$ cat src/rtl/apb_master.sv
// APB requester bridge: turns a single-cycle host request into an APB
// SETUP/ACCESS transfer, returns read data / error status on a one-cycle ack,
// and aborts transfers that stall in ACCESS for TIMEOUT cycles.
module apb_master #(
    parameter int ADDR_W  = 5,
    parameter int TIMEOUT = 16
) (
    input  logic              clk,
    input  logic              rst,
    input  logic              req,
    output logic              req_rdy,
    input  logic              we,
    input  logic [ADDR_W-1:0] addr,
    input  logic [31:0]       wd,
    output logic              ack,
    output logic [31:0]       rd,
    output logic              err,
    output logic              tout,
    output logic [ADDR_W-1:0] paddr,
    output logic [31:0]       pwdata,
    output logic              pwrite,
    output logic              psel,
    output logic              penable,
    input  logic [31:0]       prdata,
    input  logic              pready,
    input  logic              pslverr
);

    typedef enum logic [1:0] {IDLE, SETUP, ACCESS} state_t;

    // Counter only ever holds 0..TIMEOUT-1 (stalled ACCESS cycles seen so far).
    localparam int CW = (TIMEOUT > 1) ? $clog2(TIMEOUT) : 1;
    localparam logic [CW-1:0] LIMIT = CW'((TIMEOUT > 0) ? TIMEOUT - 1 : 0);

    state_t            state_q, state_d;
    logic [CW-1:0]     cnt_q, cnt_d;
    logic              req_rdy_q, req_rdy_d;
    logic              ack_q, ack_d;
    logic              err_q, err_d;
    logic              tout_q, tout_d;
    logic [31:0]       rd_q, rd_d;
    logic [ADDR_W-1:0] paddr_q, paddr_d;
    logic [31:0]       pwdata_q, pwdata_d;
    logic              pwrite_q, pwrite_d;
    logic              psel_q, psel_d;
    logic              penable_q, penable_d;

    // Next-state and next-output computation; every output is a flop.
    always_comb begin
        state_d   = state_q;
        cnt_d     = cnt_q;
        req_rdy_d = req_rdy_q;
        ack_d     = 1'b0;
        err_d     = 1'b0;
        tout_d    = 1'b0;
        rd_d      = rd_q;
        paddr_d   = paddr_q;
        pwdata_d  = pwdata_q;
        pwrite_d  = pwrite_q;
        psel_d    = psel_q;
        penable_d = penable_q;
        case (state_q)
            IDLE: begin
                if (req) begin
                    paddr_d   = addr;
                    pwrite_d  = we;
                    pwdata_d  = wd;
                    cnt_d     = '0;
                    psel_d    = 1'b1;
                    req_rdy_d = 1'b0;
                    state_d   = SETUP;
                end
            end
            SETUP: begin
                penable_d = 1'b1;
                state_d   = ACCESS;
            end
            ACCESS: begin
                // pready wins over a timeout that would expire this cycle
                if (pready) begin
                    ack_d     = 1'b1;
                    err_d     = pslverr;
                    if (!pwrite_q) rd_d = prdata;
                    psel_d    = 1'b0;
                    penable_d = 1'b0;
                    req_rdy_d = 1'b1;
                    state_d   = IDLE;
                end else if ((TIMEOUT > 0) && (cnt_q == LIMIT)) begin
                    ack_d     = 1'b1;
                    err_d     = 1'b1;
                    tout_d    = 1'b1;
                    psel_d    = 1'b0;
                    penable_d = 1'b0;
                    req_rdy_d = 1'b1;
                    state_d   = IDLE;
                end else begin
                    cnt_d = cnt_q + 1'b1;
                end
            end
            default: begin
                psel_d    = 1'b0;
                penable_d = 1'b0;
                req_rdy_d = 1'b1;
                state_d   = IDLE;
            end
        endcase
    end

    // State and output registers with synchronous reset.
    always_ff @(posedge clk) begin
        if (rst) begin
            state_q   <= IDLE;
            cnt_q     <= '0;
            req_rdy_q <= 1'b1;
            ack_q     <= 1'b0;
            err_q     <= 1'b0;
            tout_q    <= 1'b0;
            rd_q      <= '0;
            paddr_q   <= '0;
            pwdata_q  <= '0;
            pwrite_q  <= 1'b0;
            psel_q    <= 1'b0;
            penable_q <= 1'b0;
        end else begin
            state_q   <= state_d;
            cnt_q     <= cnt_d;
            req_rdy_q <= req_rdy_d;
            ack_q     <= ack_d;
            err_q     <= err_d;
            tout_q    <= tout_d;
            rd_q      <= rd_d;
            paddr_q   <= paddr_d;
            pwdata_q  <= pwdata_d;
            pwrite_q  <= pwrite_d;
            psel_q    <= psel_d;
            penable_q <= penable_d;
        end
    end

    assign req_rdy = req_rdy_q;
    assign ack     = ack_q;
    assign err     = err_q;
    assign tout    = tout_q;
    assign rd      = rd_q;
    assign paddr   = paddr_q;
    assign pwdata  = pwdata_q;
    assign pwrite  = pwrite_q;
    assign psel    = psel_q;
    assign penable = penable_q;

endmodule

$ cat config.mk
export PLATFORM = sky130hd
export DESIGN_NAME = apb_master
export DESIGN_NICKNAME = d
export VERILOG_FILES = /design/src/rtl/apb_master.sv
export SDC_FILE = /design/constraint.sdc
export NUM_CORES = 1
export LEC_CHECK = 0
export BUFFER_PORTS_ARGS = -buffer_cell sky130_fd_sc_hd__buf_4
export CAP_MARGIN = 30
export CORE_ASPECT_RATIO = 1.25
export CORE_MARGIN = 10
export CORE_UTILIZATION = 34
export CTS_CLUSTER_SIZE = 8
export DETAILED_ROUTE_END_ITERATION = 16
export GPL_TIMING_DRIVEN = 0
export PLACE_DENSITY = 0.65
export SLEW_MARGIN = 20
export SYNTH_ARGS = -nofsm -noshare
export SYNTH_HDL_FRONTEND = slang
export SYNTH_SLANG_ARGS = --single-unit
$ cat constraint.sdc
create_clock -name clk -period 1.45 [get_ports clk]
set_input_delay 0.145 -clock clk [delete_from_list [all_inputs] [get_ports clk]]
set_output_delay 0.145 -clock clk [all_outputs]
set_load 0.1 [all_outputs]
==> flow_summary.yaml, run 1 <==
placement:
  place_area_sq_um: 4180
  hpwl_um: 7360
  io_buffers: 150
  gp_congestion: 0.735
sta:
  slew_viol_final: 0
  finalSetupViolations: 0
  fin_crit_sh_pct: 96.0
  skew_ps: 11.9
  max_freq_mhz: 719
  grt_setup_unrepaired: "yes"
  max_slew_margin_pct: 65.2
  tightest_slew_ps: 522
  fin_crit_ps: 1390
  hold_viol: 0
detailed_routing:
  drtIter0Drc: 78
  drc: 0
  post_drt_via_cell_ratio: 4.67
  ant_nets: 0
  wire_per_inst_um: 15.1
  routed_wl_um: 9510
  vias: 2935
  drt_pass1_iterations: 6
worst_setup_path:
  crit_path_start: "state_q[0]$_SDFFE_PP0P_"
  r2r_end: "pwdata[23]$_SDFFE_PP0P_"
  r2r-start: "state_q[0]$_SDFFE_PP0P_"
  path_class: "reg2reg"
  worstPathMaxFanout: 10
  cp.arrival_ps: 1620
  r2r_cells: 5
  cp_cell_sequence: "buf_6 > or3b_4 > buf_4 > nand2_1 > a21oi_1"
  endpoint_kind: "flop"
  r2r_setup_slack_ps: 60
  critPathMaxStageDelay_ps: 430
  cp.required_ps: 1670
  endpoint: "pwdata[23]$_SDFFE_PP0P_"
  slowest_stage: "or3b_4"
  startpoint_type: "flop"
logic_synthesis:
  ys_types: 28
  synth-simple-area-share_pct: 23.4
  synth_xor_area_share_pct: 0
  synth_nets: 441
  synth.yosys.seq_area_share_pct: 56.1
  synthCells: 365
  synth_area_sq_um: 2930
  synthArstFlopShare_pct: 0
  synth-compound-area-share_pct: 14.7
  synth_edf_count: 0
  synth_area_per_cell_sq_um: 8.01
  synth_top_family_by_area: "simple AND/OR/NAND/NOR gates"
  synth_fa_ha_area_share_pct: 0.428
  yosysWarnings: 0
  ys.flop_type: "dfxtp_1"
  muxShareOfSynthArea_pct: 0.684
  ys_ff_latch: 82
finish:
  utilization_pct: 53.2
  finalInstanceArea_sq_um: 4430
  areaGrowthSynthToFinish_pct: 51.6
  drive_above_1_share_pct: 36.5
  fin_nets: 603
  diodes: 0
power_and_ir_drop:
  vdd_drop_max_mv: 0.799
  power_density_nw_per_um2: 1160
  leakage_nw: 1.94
  p_clk_share_pct: 28.1
  p_switching_mw: 1.79
  p_seq_share_pct: 46.5
  power.share.switching_pct: 34.7
  p_int_mw: 3.37
  power_frac_comb_pct: 25.4
outcome:
  status: "finished, final reports clean"
global_routing:
  groute.usage.overall_pct: 14.6
  grt.overflow.total: 0
  grt_pass1_wl_um: 14500
  grt_max_degree: 14
  antenna_found_initial: 0
  grt_pass1_vias: 2837
clock_tree:
  cts_tree: "yes"
  ctsLongestPathBuffers: 2
  cts_buffers: 9
  clkTransAtPathRegs_ps: 80
  root_buffer: "clkbuf_8"
  cts_htree_levels: 3
  clk_latency_ps: 360
  cts_num_sinks: 82
floorplanning:
  die_x_um: 103
  fp.dieH_um: 124
  rows: 37
  coreArea_sq_um: 8330
  die-area_sq_um: 12700
  initial_core_util_pct: 35.1
  io_pins: 151
min_path:
  hp-start: "pready"
  min_path_type: "in2reg"
job:
  maxCapViolCount: 0
## stage by stage
step	instances	hold WS (ps)	power [mW]	setup TNS (ps)	setup slack, ps
final	628	16.4	5.16	0	58.4
after global routing	628	15.1	5.38	-47.8	-12.6
after CTS	629	2.14	5.20	0	1.40
after detailed placement	612	384	3.74	-8780	-172
after global placement	612	383	3.72	-7550	-155
after floorplan	365	224	3.35	0	12.5
## layout by cell type (no fill, tap or decap), drive strengths merged
master	synthesis	routed
buf	12	168
nand2	142	142
dfxtp	82	82
a21oi	76	76
clkbuf	16	23
inv	4	4
nor2	4	4
o21ai	3	3
nor3	3	3
or3	3	3
or3b	2	2
mux2i	2	2
o31ai	2	2
nand3	2	2
nand2b	2	2
clkinv	0	2
and4bb	1	1
nand4bb	1	1
nand4b	1	1
and3	1	1
nor3b	1	1
nand3b	1	1
o21a	1	1
or2b	1	1
a221oi	1	1
ha	1	1
clkinvlp	0	1
## power by group through the flow
| stage | registers (mW) | clock network (mW) | logic [mW] |
|---|---|---|---|
| 3_3_place_gp | 2.45 | 0 | 1.27 |
| 3_5_place_dp | 2.45 | 0 | 1.28 |
| 2_1_floorplan | 3.12 | 0 | 0.230 |
| 6_report | 2.40 | 1.45 | 1.31 |
| 4_1_cts | 2.40 | 1.49 | 1.32 |
| 5_1_grt | 2.41 | 1.58 | 1.39 |
## worst max-delay path: cells and delay by family, from the launching register on
family | cells | cell delay, ps
and+or+nand+nor | 2 | 500
DFF | 1 | 370
buffers and inverters | 2 | 310
AOI/OAI and AO/OA | 1 | 70
## worst min path at each step
stage / end / slack, ps / cells after the start
2_1_floorplan: tout$_SDFF_PP0_ / 220 / 1
5_1_grt: tout$_SDFF_PP0_ / 20 / 2
3_5_place_dp: tout$_SDFF_PP0_ / 380 / 2
6_report: tout$_SDFF_PP0_ / 20 / 2
4_1_cts: pwrite$_SDFFE_PP0P_ / 2 / 3
3_3_place_gp: tout$_SDFF_PP0_ / 380 / 2
## cell families after synthesis
group / Yosys count
AO/OA/AOI/OAI: 83
AND/OR/NAND/NOR: 165
buffers and inverters: 32
adder cells (fa/ha/maj): 1
multiplexers: 2
flip-flops: 82
## layout make-up
type / count / area [sq um]
Timing Repair Buffer: 156 / 1170
Clock buffer: 12 / 145
Clock inverter: 3 / 17.5
Multi-Input combinational cell: 251 / 1170
Tap cell: 97 / 121
Fill cell: 856 / 3900
Sequential cell: 82 / 1650
Buffer: 23 / 143
Inverter: 4 / 15.0
## cell usage after synthesis (2+ instances only)
cell type	number	area, sq um
nand3_1	2	10.0
clkbuf_1	16	60.1
nor3_1	3	15.0
nand2_1	141	529
inv_1	4	15.0
nand2b_1	2	12.5
or3_1	3	18.8
dfxtp_1	82	1640
buf_2	12	60.1
o31ai_1	2	15.0
o21ai_0	3	15.0
nor2_1	4	15.0
mux2i_1	2	20.0
a21oi_1	75	375
## metal layers
metal  wire length [um]  vias up  GRT usage [%]
met5                  0        -              0
met4                167        0           6.79
met2               4960       85           25.3
met3                874       12           5.76
li1                   -     1513              -
met1               3510     1325           15.0
## registers in the layout (all words and copies together), names as in the netlist
name     flops
ack          1
cnt_q        4
err          1
paddr        5
penable      1
psel         1
pwdata      32
pwrite       1
rd          32
req_rdy      1
state_q      2
tout         1
## timing repair
action                                  4_1_cts  5_1_grt
hold buffers                                  0        0
pin swaps                                     0        2
setup buffers                                 5        1
gates resized for setup                      20       12
endpoints found under the setup margin       74       65
(Power assumes the default switching activity.)
==> run 2, diff against run 1 <==
- BUFFER_PORTS_ARGS: -buffer_cell sky130_fd_sc_hd__buf_4 -> -buffer_cell sky130_fd_sc_hd__clkbuf_2
==> run 2 against run 1 <==
Combinational power rose by 5%; global-route usage rose by 1.6 points; die area is the same; flip-flop and latch count stayed put; final cell count grew 11%; design area is 8.2% higher; fmax down 0.56%; sequential share of layout area shrank 2.8 points; clock skew shrank 4.5 ps; setup slack lost 7.9 ps; power grew 4.8%; highest routed layer unchanged; clock power grew 13%.
==> flow_summary.yaml, run 2 (synthesis results as in run 1) <==
power_and_ir_drop:
  leakage_nw: 2.14
  p_total_mw: 5.41
  power_density_nw_per_um2: 1130
  vdd_drop_max_mv: 0.712
finish:
  utilization_pct: 57.6
  fill_cells: 763
  layoutNonFillerInstCount: 698
  mostFrequentLayoutCell: "clkbuf_2"
  areaGrowthSynthToFinish_pct: 64.0
  fin_nets: 670
  final_cell_mix: "clkbuf_2, nand2_1, dfxtp_1"
  drive_above_1_share_pct: 33.2
  finalInstanceArea_sq_um: 4800
placement:
  hpwl_um: 7180
  place_area_sq_um: 3800
  dp_slack_ps: -176
  gp_congestion: 0.771
  dp_cells: 612
  io_buffers: 150
detailed_routing:
  drtIter0Drc: 112
  post_drt_via_cell_ratio: 4.72
  wl_met2_um: 5500
  drt_pass1_iterations: 4
  wire_per_inst_um: 15.1
  wl_met1_um: 3760
  vias: 3293
  routed_wl_um: 10500
  drc: 0
  top_layer: "met4"
  dr_wl_met3_um: 838
  ant_nets: 0
worst_setup_path:
  path_buf_inv: 1
  crit_path_start: "state_q[0]$_SDFFE_PP0P_"
  path_class: "reg2reg"
  slowest_stage: "or3b_4"
  worstPathMaxFanout: 5
  startpoint_type: "flop"
  cp_cell_sequence: "or3b_4 > buf_6 > or3_1 > a21oi_2"
  endpoint_kind: "flop"
  r2r-start: "state_q[0]$_SDFFE_PP0P_"
  critPathMaxStageDelay_ps: 380
  r2r_setup_slack_ps: 50
  cp_top_family: "simple AND/OR/NAND/NOR gates"
  cp.arrival_ps: 1700
  cp.required_ps: 1750
floorplanning:
  io_pins: 151
  die_x_um: 103
  die-area_sq_um: 12700
  fp.dieH_um: 124
  initial_core_util_pct: 35.1
  rows: 37
  coreArea_sq_um: 8330
sta:
  worst_hold_slack_ps: 21.3
  slew_viol_final: 0
  tightest_slew_ps: 573
  skew_ps: 7.37
  fin_crit_sh_pct: 96.5
  fin_ws_ps: 50.6
  max_freq_mhz: 715
  fin_setup_tns_ps: 0
  hold_viol: 0
  fin_crit_ps: 1400
  finalSetupViolations: 0
  max_slew_margin_pct: 62.0
clock_tree:
  cts_htree_levels: 3
  clk_latency_ps: 360
  ctsLongestPathBuffers: 2
  cts_tree: "yes"
  root_buffer: "clkbuf_8"
  cts_buffers: 9
  cts_num_sinks: 82
  clkTransAtPathRegs_ps: 80
min_path:
  hp-start: "wd[13]"
  min_path_type: "in2reg"
global_routing:
  grt_max_degree: 14
  antenna_found_initial: 1
  grt.overflow.total: 0
  grt_pass1_vias: 3231
  grt_pass1_wl_um: 16100
  groute.usage.overall_pct: 16.2
outcome:
  status: "finished, final reports clean"
job:
  maxCapViolCount: 0
[run 2: cell types whose count changed in the layout (fill, tap and decap cells not counted), moves of 2 or more]
| cell | change |
|---|---|
| buf_4 | -157 |
| dlygate4sd3_1 | +67 |
| clkbuf_4 | +5 |
| diode_2 | +2 |
| buf_6 | +2 |
| clkbuf_2 | +150 |
[run 2: worst reg2reg max path, delay by kind of cell (launching register included)]
| kind | cells | cell delay [ps] |
|---|---|---|
| AOI/OAI and AO/OA | 1 | 140 |
| DFF | 1 | 360 |
| and+or+nand+nor | 2 | 710 |
| buffers and inverters | 1 | 130 |
[run 2: area by class of cell]
type,count,area (sq um),share of cell area (%)
inverter,4,15.0,0.313
multi-input combinational,251,1180,24.6
timing repair buffer,222,1460,30.4
sequential,82,1650,34.4
tap,97,121,2.53
clock inverter,5,53.8,1.12
antenna,2,5.00,0.104
clock buffer,11,141,2.95
buffer,24,170,3.55
[run 2: repair_timing]
item                                    in CTS  in global routing
resized for setup                           11                 33
endpoints found under the setup margin      74                 72
buffers inserted                             2                  2
hold endpoints to repair                    67                  0
hold buffers                                67                  0
gates cloned                                 0                  1
pin swaps                                    0                  4
[run 2: worst paths after layout]
check / to / cells past startpoint
setup / recovery: cnt_q[2]$_SDFFE_PP0P_ / 4
hold / removal: pwdata[13]$_SDFFE_PP0P_ / 3
setup reg to reg: cnt_q[2]$_SDFFE_PP0P_ / 4
hold reg to reg: pwdata[19]$_SDFFE_PP0P_ / 2
[run 2: power by group]
group | internal (mW) | switching (mW) | leakage (nW)
Sequential | 2.35 | 0.0504 | 0.670
Clock | 0.837 | 0.805 | 0.103
Combinational | 0.379 | 0.988 | 1.36
[run 2: metal layers]
metal / vias up / GRT usage (%)
met2: 119 / 28.0
met4: 0 / 10.4
li1: 1644 / -
met3: 30 / 5.76
met5: - / 0
met1: 1500 / 16.2
